### src/rtl/fp_div_round_pack.sv
// ---------------------------------------------------------------------------
// fp_div_round_pack
//
// Post-divide stage of the single-precision floating-point divider. It takes
// the raw quotient from the mantissa divider, normalises it, rounds it to
// nearest-even, checks the exponent range (no subnormals: flush to zero) and
// packs an IEEE-754 word. NaN / infinity / zero results that the operand
// classifier flags bypass the arithmetic path.
//
// Ports
//   clk, rstn            clock (rising edge), asynchronous active-low reset
//   in_valid / in_ready  input handshake; one bundle in flight at a time
//   sign                 result sign
//   exp_in               signed biased exponent ea-eb+BIAS (two's complement)
//   q                    quotient, q[MANT_W+2] has weight 2^0
//   rem_nz               divider remainder is non-zero
//   is_nan/is_inf/is_zero special-result indications
//   out_valid/out_ready  output handshake
//   result               packed float {sign, exp, frac}
//   overflow, underflow, inexact  exception flags, valid with result
// ---------------------------------------------------------------------------
module fp_div_round_pack #(
    parameter int EXP_W  = 8,
    parameter int MANT_W = 23,
    parameter int BIAS   = 127
) (
    input  logic                      clk,
    input  logic                      rstn,
    input  logic                      in_valid,
    output logic                      in_ready,
    input  logic                      sign,
    input  logic [EXP_W+1:0]          exp_in,
    input  logic [MANT_W+2:0]         q,
    input  logic                      rem_nz,
    input  logic                      is_nan,
    input  logic                      is_inf,
    input  logic                      is_zero,
    output logic                      out_valid,
    input  logic                      out_ready,
    output logic [EXP_W+MANT_W:0]     result,
    output logic                      overflow,
    output logic                      underflow,
    output logic                      inexact
);

    // One extra exponent bit beyond the input so that exp_in-1 and the
    // rounding increment can never wrap.
    localparam int XW = EXP_W + 3;
    localparam int RW = EXP_W + MANT_W + 1;

    // The all-ones exponent code equals 2*BIAS+1 for IEEE formats.
    localparam logic signed [XW-1:0] EXP_MAX  = XW'(2 * BIAS + 1);
    localparam logic [EXP_W-1:0]     EXP_ONES = EXP_W'(2 * BIAS + 1);

    localparam logic [1:0] S_IDLE  = 2'd0;
    localparam logic [1:0] S_NORM  = 2'd1;
    localparam logic [1:0] S_ROUND = 2'd2;
    localparam logic [1:0] S_OUT   = 2'd3;

    logic [1:0]              state_q,     state_d;
    logic                    sign_q,      sign_d;
    logic signed [XW-1:0]    exp_q,       exp_d;
    logic [MANT_W+2:0]       quo_q,       quo_d;
    logic                    rem_nz_q,    rem_nz_d;
    logic                    nan_q,       nan_d;
    logic                    inf_q,       inf_d;
    logic                    zero_q,      zero_d;
    logic [MANT_W:0]         mant_q,      mant_d;
    logic                    guard_q,     guard_d;
    logic                    sticky_q,    sticky_d;
    logic [RW-1:0]           result_q,    result_d;
    logic                    overflow_q,  overflow_d;
    logic                    underflow_q, underflow_d;
    logic                    inexact_q,   inexact_d;

    logic                    round_inc;
    logic [MANT_W:0]         frac_sum;
    logic                    frac_carry;
    logic [MANT_W-1:0]       frac_rnd;
    logic signed [XW-1:0]    exp_rnd;

    assign in_ready  = (state_q == S_IDLE);
    assign out_valid = (state_q == S_OUT);
    assign result    = result_q;
    assign overflow  = overflow_q;
    assign underflow = underflow_q;
    assign inexact   = inexact_q;

    // Round-to-nearest-even on the stored fraction. A carry out of the
    // fraction turns 1.111..1 into 10.000..0, which renormalises to 1.0 with
    // the exponent bumped; the fraction field is then already all zeros.
    // The exponent only moves if the hidden bit was set, so a (theoretically
    // unreachable) hidden-bit-zero mantissa simply gains its leading one.
    always_comb begin
        round_inc  = guard_q & (sticky_q | mant_q[0]);
        frac_sum   = {1'b0, mant_q[MANT_W-1:0]} + {{MANT_W{1'b0}}, round_inc};
        frac_carry = frac_sum[MANT_W] & mant_q[MANT_W];
        frac_rnd   = frac_sum[MANT_W-1:0];
        exp_rnd    = exp_q + {{(XW-1){1'b0}}, frac_carry};
    end

    // Next-state and datapath logic for the four-state sequencer.
    always_comb begin
        state_d     = state_q;
        sign_d      = sign_q;
        exp_d       = exp_q;
        quo_d       = quo_q;
        rem_nz_d    = rem_nz_q;
        nan_d       = nan_q;
        inf_d       = inf_q;
        zero_d      = zero_q;
        mant_d      = mant_q;
        guard_d     = guard_q;
        sticky_d    = sticky_q;
        result_d    = result_q;
        overflow_d  = overflow_q;
        underflow_d = underflow_q;
        inexact_d   = inexact_q;

        case (state_q)
            S_IDLE: begin
                if (in_valid) begin
                    sign_d   = sign;
                    exp_d    = {exp_in[EXP_W+1], exp_in};
                    quo_d    = q;
                    rem_nz_d = rem_nz;
                    nan_d    = is_nan;
                    inf_d    = is_inf;
                    zero_d   = is_zero;
                    state_d  = S_NORM;
                end
            end

            // The quotient of two [1,2) mantissas lies in (1/2, 2), so at
            // most a one-bit left shift is needed.
            S_NORM: begin
                if (quo_q[MANT_W+2]) begin
                    mant_d   = quo_q[MANT_W+2:2];
                    guard_d  = quo_q[1];
                    sticky_d = quo_q[0] | rem_nz_q;
                end else begin
                    mant_d   = quo_q[MANT_W+1:1];
                    guard_d  = quo_q[0];
                    sticky_d = rem_nz_q;
                    exp_d    = exp_q - XW'(1);
                end
                state_d = S_ROUND;
            end

            // Range checks first, then special operands override everything.
            S_ROUND: begin
                if (exp_rnd >= EXP_MAX) begin
                    result_d    = {sign_q, EXP_ONES, {MANT_W{1'b0}}};
                    overflow_d  = 1'b1;
                    underflow_d = 1'b0;
                    inexact_d   = 1'b1;
                end else if (exp_rnd <= 0) begin
                    result_d    = {sign_q, {(RW-1){1'b0}}};
                    overflow_d  = 1'b0;
                    underflow_d = 1'b1;
                    inexact_d   = 1'b1;
                end else begin
                    result_d    = {sign_q, exp_rnd[EXP_W-1:0], frac_rnd};
                    overflow_d  = 1'b0;
                    underflow_d = 1'b0;
                    inexact_d   = guard_q | sticky_q;
                end

                if (nan_q || inf_q || zero_q) begin
                    overflow_d  = 1'b0;
                    underflow_d = 1'b0;
                    inexact_d   = 1'b0;
                    if (nan_q) begin
                        result_d = {1'b0, EXP_ONES, 1'b1, {(MANT_W-1){1'b0}}};
                    end else if (inf_q) begin
                        result_d = {sign_q, EXP_ONES, {MANT_W{1'b0}}};
                    end else begin
                        result_d = {sign_q, {(RW-1){1'b0}}};
                    end
                end
                state_d = S_OUT;
            end

            S_OUT: begin
                if (out_ready) begin
                    state_d = S_IDLE;
                end
            end

            default: begin
                state_d = S_IDLE;
            end
        endcase
    end

    // All state, including the output word and flags, clears on reset so an
    // in-flight bundle is dropped without trace.
    always_ff @(posedge clk or negedge rstn) begin
        if (!rstn) begin
            state_q     <= S_IDLE;
            sign_q      <= 1'b0;
            exp_q       <= '0;
            quo_q       <= '0;
            rem_nz_q    <= 1'b0;
            nan_q       <= 1'b0;
            inf_q       <= 1'b0;
            zero_q      <= 1'b0;
            mant_q      <= '0;
            guard_q     <= 1'b0;
            sticky_q    <= 1'b0;
            result_q    <= '0;
            overflow_q  <= 1'b0;
            underflow_q <= 1'b0;
            inexact_q   <= 1'b0;
        end else begin
            state_q     <= state_d;
            sign_q      <= sign_d;
            exp_q       <= exp_d;
            quo_q       <= quo_d;
            rem_nz_q    <= rem_nz_d;
            nan_q       <= nan_d;
            inf_q       <= inf_d;
            zero_q      <= zero_d;
            mant_q      <= mant_d;
            guard_q     <= guard_d;
            sticky_q    <= sticky_d;
            result_q    <= result_d;
            overflow_q  <= overflow_d;
            underflow_q <= underflow_d;
            inexact_q   <= inexact_d;
        end
    end

endmodule

### config.mk
export PLATFORM = sky130hd
export DESIGN_NAME = fp_div_round_pack
export DESIGN_NICKNAME = d
export VERILOG_FILES = /design/src/rtl/fp_div_round_pack.sv
export SDC_FILE = /design/constraint.sdc
export NUM_CORES = 1
export LEC_CHECK = 0
export ABC_AREA = 0
export BUFFER_PORTS_ARGS = -buffer_cell sky130_fd_sc_hd__buf_2
export CORE_MARGIN = 2
export CORE_UTILIZATION = 60
export CTS_BUF_LIST = sky130_fd_sc_hd__clkbuf_8
export CTS_CLUSTER_DIAMETER = 100
export DETAILED_ROUTE_END_ITERATION = 8
export PLACE_DENSITY = 0.84
export SYNTH_ARGS = -nofsm -noshare
export SYNTH_HDL_FRONTEND = slang
export SYNTH_SLANG_ARGS = --single-unit
### constraint.sdc
create_clock -name clk -period 5.4 [get_ports clk]
set_input_delay 0.27 -clock clk [delete_from_list [all_inputs] [get_ports clk]]
set_output_delay 0.27 -clock clk [all_outputs]
set_load 0.02 [all_outputs]
==> flow_summary.html <==
<table>
<tr><th>Metric</th><th>Value</th></tr>
<tr><th colspan="2">Run status</th></tr>
<tr><td>Run status</td><td>finished, final reports clean</td></tr>
<tr><th colspan="2">STA</th></tr>
<tr><td>Final Max Slew Viols</td><td>0</td></tr>
<tr><td>Final Hold Violating Endpoints</td><td>0</td></tr>
<tr><td>Final setup violating endpoints</td><td>0</td></tr>
<tr><td>Portion of the clock cycle consumed by the worst path in the final layout</td><td>75.9%</td></tr>
<tr><td>Highest clock rate</td><td>0.244 GHz</td></tr>
<tr><td>Worst-Margin Slew</td><td>1200 ps</td></tr>
<tr><td>Setup TNS</td><td>0 ps</td></tr>
<tr><td>Setup Skew</td><td>11.6 ps</td></tr>
<tr><td>Final min period</td><td>4100 ps</td></tr>
<tr><td>Setup repair after global routing missed its margin</td><td>false</td></tr>
<tr><td>Tightest slew margin relative to the limit</td><td>19.5%</td></tr>
<tr><th colspan="2">Layout</th></tr>
<tr><td>Number of nets in the layout</td><td>629</td></tr>
<tr><td>Commonest non-fill, non-tap cells in the layout</td><td>dfrtp_1 (105), buf_2 (80), a21oi_1 (47)</td></tr>
<tr><td>Area of all sequential standard cells</td><td>0.00263 mm^2</td></tr>
<tr><td>Final standard cell count with taps included and fillers excluded</td><td>686</td></tr>
<tr><td>Antenna fix cells</td><td>0</td></tr>
<tr><td>Filler Cell Count</td><td>608</td></tr>
<tr><td>Area used by multi-input combinational logic</td><td>0.00227 mm^2</td></tr>
<tr><td>Most common cell after layout, fill and taps aside</td><td>dfrtp_1</td></tr>
<tr><td>Share of post-route cells with drive strength above 1</td><td>24.1%</td></tr>
<tr><td>Signed area change from the synthesized netlist to the final layout</td><td>13.1%</td></tr>
<tr><th colspan="2">Worst setup path</th></tr>
<tr><td>Maximum fanout count along the critical path</td><td>22</td></tr>
<tr><td>Required time of the critical path</td><td>5650 ps</td></tr>
<tr><td>Signal arrival time at the worst endpoint</td><td>4350 ps</td></tr>
<tr><td>Endpoint class of the critical path</td><td>flop</td></tr>
<tr><td>WS Path Type</td><td>flop to flop</td></tr>
<tr><td>Startpoint class of the critical path</td><td>flop</td></tr>
<tr><th colspan="2">Logic synthesis</th></tr>
<tr><td>Seq/Total Area, Yosys</td><td>51.0%</td></tr>
<tr><td>Ys async rst share</td><td>100%</td></tr>
<tr><td>Post-synthesis instance area</td><td>0.00515 mm^2</td></tr>
<tr><td>Number of synthesized flops with an enable pin</td><td>0</td></tr>
<tr><td>Unique cell type count in the Yosys netlist</td><td>46</td></tr>
<tr><td>Number of nets in the synthesized netlist</td><td>560</td></tr>
<tr><td>Post-Synthesis Cells</td><td>507</td></tr>
<tr><td>Mean Syn Cell Area</td><td>10.2 um^2</td></tr>
<tr><td>Number of warnings printed during yosys synthesis</td><td>0</td></tr>
<tr><td>Ys flop type</td><td>dfrtp_1</td></tr>
<tr><td>Post-synthesis register bit count</td><td>105</td></tr>
<tr><th colspan="2">Drt</th></tr>
<tr><td>Average via count per standard cell</td><td>5.77</td></tr>
<tr><td>TritonRoute pass-1 iters</td><td>5</td></tr>
<tr><td>Antenna Violating Nets Remaining</td><td>0</td></tr>
<tr><td>Final wirelength</td><td>10800 um</td></tr>
<tr><td>Detailed-route via count</td><td>3960</td></tr>
<tr><td>Number of violations reported at the end of detailed-routing iteration 0</td><td>314</td></tr>
<tr><td>Wire per inst</td><td>15.8 um</td></tr>
<tr><td>DRC Markers</td><td>0</td></tr>
<tr><th colspan="2">Pwr</th></tr>
<tr><td>Power per standard cell area</td><td>580 mW/mm^2</td></tr>
<tr><td>LEAKAGE</td><td>2.61 nW</td></tr>
<tr><td>Worst VDD drop</td><td>0.470 mV</td></tr>
<tr><th colspan="2">Placed design</th></tr>
<tr><td>Placed Cells</td><td>669</td></tr>
<tr><td>Weighted congestion reported at the end of routability-driven placement</td><td>0.863</td></tr>
<tr><td>Number of buffer cells added on primary ports</td><td>81</td></tr>
<tr><td>DP Wirelength</td><td>7860 um</td></tr>
<tr><th colspan="2">Global route</th></tr>
<tr><td>Global-route wire length before repair</td><td>18300 um</td></tr>
<tr><td>Number of antenna violations at the first check in global routing</td><td>0</td></tr>
<tr><td>Via count of the first global-routing pass</td><td>3797</td></tr>
<tr><td>Global Route Usage Sum</td><td>24.0%</td></tr>
<tr><td>Pin count of the biggest net entering global routing</td><td>83</td></tr>
<tr><td>Gr ovfl total</td><td>0</td></tr>
<tr><th colspan="2">Die</th></tr>
<tr><td>Number of standard-cell rows in the floorplan</td><td>33</td></tr>
<tr><td>Standard cell core area</td><td>0.00826 mm^2</td></tr>
<tr><td>I/O Pins</td><td>82</td></tr>
<tr><td>Die boundary width</td><td>96.6 um</td></tr>
<tr><td>Vert. Die Dim</td><td>96.6 um</td></tr>
<tr><td>Die Footprint</td><td>0.00934 mm^2</td></tr>
<tr><td>Starting utilization of the core area</td><td>62.3%</td></tr>
<tr><th colspan="2">Worst hold path</th></tr>
<tr><td>HP Class</td><td>input pin to flop</td></tr>
<tr><th colspan="2">Clock network</th></tr>
<tr><td>Number of clock sinks</td><td>105</td></tr>
<tr><td>Clock tree from TritonCTS</td><td>done</td></tr>
<tr><td>Number of H-tree levels</td><td>3</td></tr>
<tr><td>Number of buffers created by CTS</td><td>9</td></tr>
<tr><td>Clock input transition at the sequential cells of the worst setup and hold paths</td><td>100 ps</td></tr>
<tr><td>CTS Buffer Depth</td><td>2</td></tr>
<tr><td>Cell at the root of the clock tree</td><td>clkbuf_8</td></tr>
<tr><td>Worst-skew pair later-pin latency</td><td>360 ps</td></tr>
<tr><td>Setup fix buffers added after clock tree synthesis</td><td>0</td></tr>
<tr><th colspan="2">Run</th></tr>
<tr><td>Max-cap violations</td><td>0</td></tr>
</table>
-- sequential cells by signal, summed over array words and instances, names as in the netlist, 2 cells and up --
| register | flops |
|---|---|
| quo_q | 26 |
| result | 32 |
| mant_q | 24 |
| exp_q | 11 |
| state_q | 2 |
-- repair_timing --
| action | CTS | global route |
|---|---|---|
| endpoints found under the hold margin | 23 | 0 |
| hold buffers | 1 | 0 |
| gates resized for setup | 0 | 0 |
| setup endpoints to repair | 0 | 0 |
-- synth_stat cells, types with 2 or more instances --
cell,n,area (um^2)
inv_1,36,135
o22ai_1,32,200
ha_1,8,100
nand2b_1,2,12.5
and2_1,2,12.5
buf_1,3,11.3
xnor2_1,13,114
mux2i_1,28,280
nor2_1,44,165
o21ai_0,19,95.1
buf_2,5,25.0
or4_1,2,15.0
dfrtp_1,105,2630
xor2_1,13,114
and4_1,5,43.8
nor3_1,8,40.0
nand3_1,17,85.1
nand2_1,28,105
or3_1,2,12.5
nand4_1,4,25.0
and3_1,3,18.8
mux2_2,31,349
a21oi_1,47,235
clkbuf_1,21,78.8
nor2b_1,6,37.5
nor3b_1,3,22.5
-- through the flow --
stage,power [W],instance area (um^2),utilization [%],hold WS (ps),setup slack [ps]
floorplan,0.00250,5150,-,-25.6,2340
global placement,0.00278,5610,68.0,179,1680
detailed placement,0.00288,5610,68.0,186,1440
CTS,0.00338,5830,70.5,117,1360
global route,0.00364,5830,70.5,126,858
finish,0.00338,5830,70.5,126,1300
-- where the power goes --
part           switching (W)  internal [W]
Combinational       0.000796      0.000616
Clock               0.000266      0.000229
Sequential          0.000359       0.00111
Total                0.00142       0.00196
-- kinds of logic after synthesis --
| group | count (synthesis) | share of synthesized area, % |
|---|---|---|
| compound gates | 110 | 12.3 |
| xor+xnor | 26 | 4.42 |
| flops | 105 | 51.0 |
| simple gates | 134 | 13.2 |
| buf+inv | 65 | 4.86 |
| fa+ha+maj | 8 | 1.94 |
| mux | 59 | 12.2 |
-- layer usage --
layer  global-route usage, %  part of all wire [%]  vias up
met4                    7.80                   1.8        0
met3                    3.83                   6.1       18
met5                       0                     0        -
met1                    36.4                    47     1890
met2                    35.6                    45      143
li1                        -                     -     1909
-- worst max-delay path, stage by stage (launching register included) --
cell and delay (ps):
dfrtp_1 500, nand4_4 140, nor2_1 230, nand3_1 120, nor3_1 280, ha_1 240, ha_1 280, nand4_1 210
or4_1 540, o311ai_0 180, o41a_1 330, nand3_1 590, o22ai_1 360
-- path summary, 6_finish.rpt --
check,slack (ps),cells past startpoint,to,start
min in group asynchronous,330,2,exp_q[4]$_DFFE_PN0P_,rstn
min reg2reg,500,2,result[31]$_DFFE_PN0P_,sign_q$_DFFE_PN0P_
max reg2reg,1300,12,result[21]$_DFFE_PN0P_,mant_q[8]$_DFFE_PN0P_
max in group asynchronous,3770,3,result[4]$_DFFE_PN0P_,rstn
max,1300,12,result[21]$_DFFE_PN0P_,mant_q[8]$_DFFE_PN0P_
min,130,2,quo_q[10]$_DFFE_PN0P_,q[10]
-- area by class of cell --
| type | instances | area share, % |
|---|---|---|
| sequential | 105 | 45.1 |
| multi-input combinational | 337 | 39.0 |
| timing repair buffer | 87 | 7.82 |
| clock buffer | 10 | 2.36 |
| inverter | 36 | 2.32 |
| tap | 105 | 2.26 |
| clock inverter | 6 | 1.12 |
No activity file was read; power rests on OpenSTA's default activity.
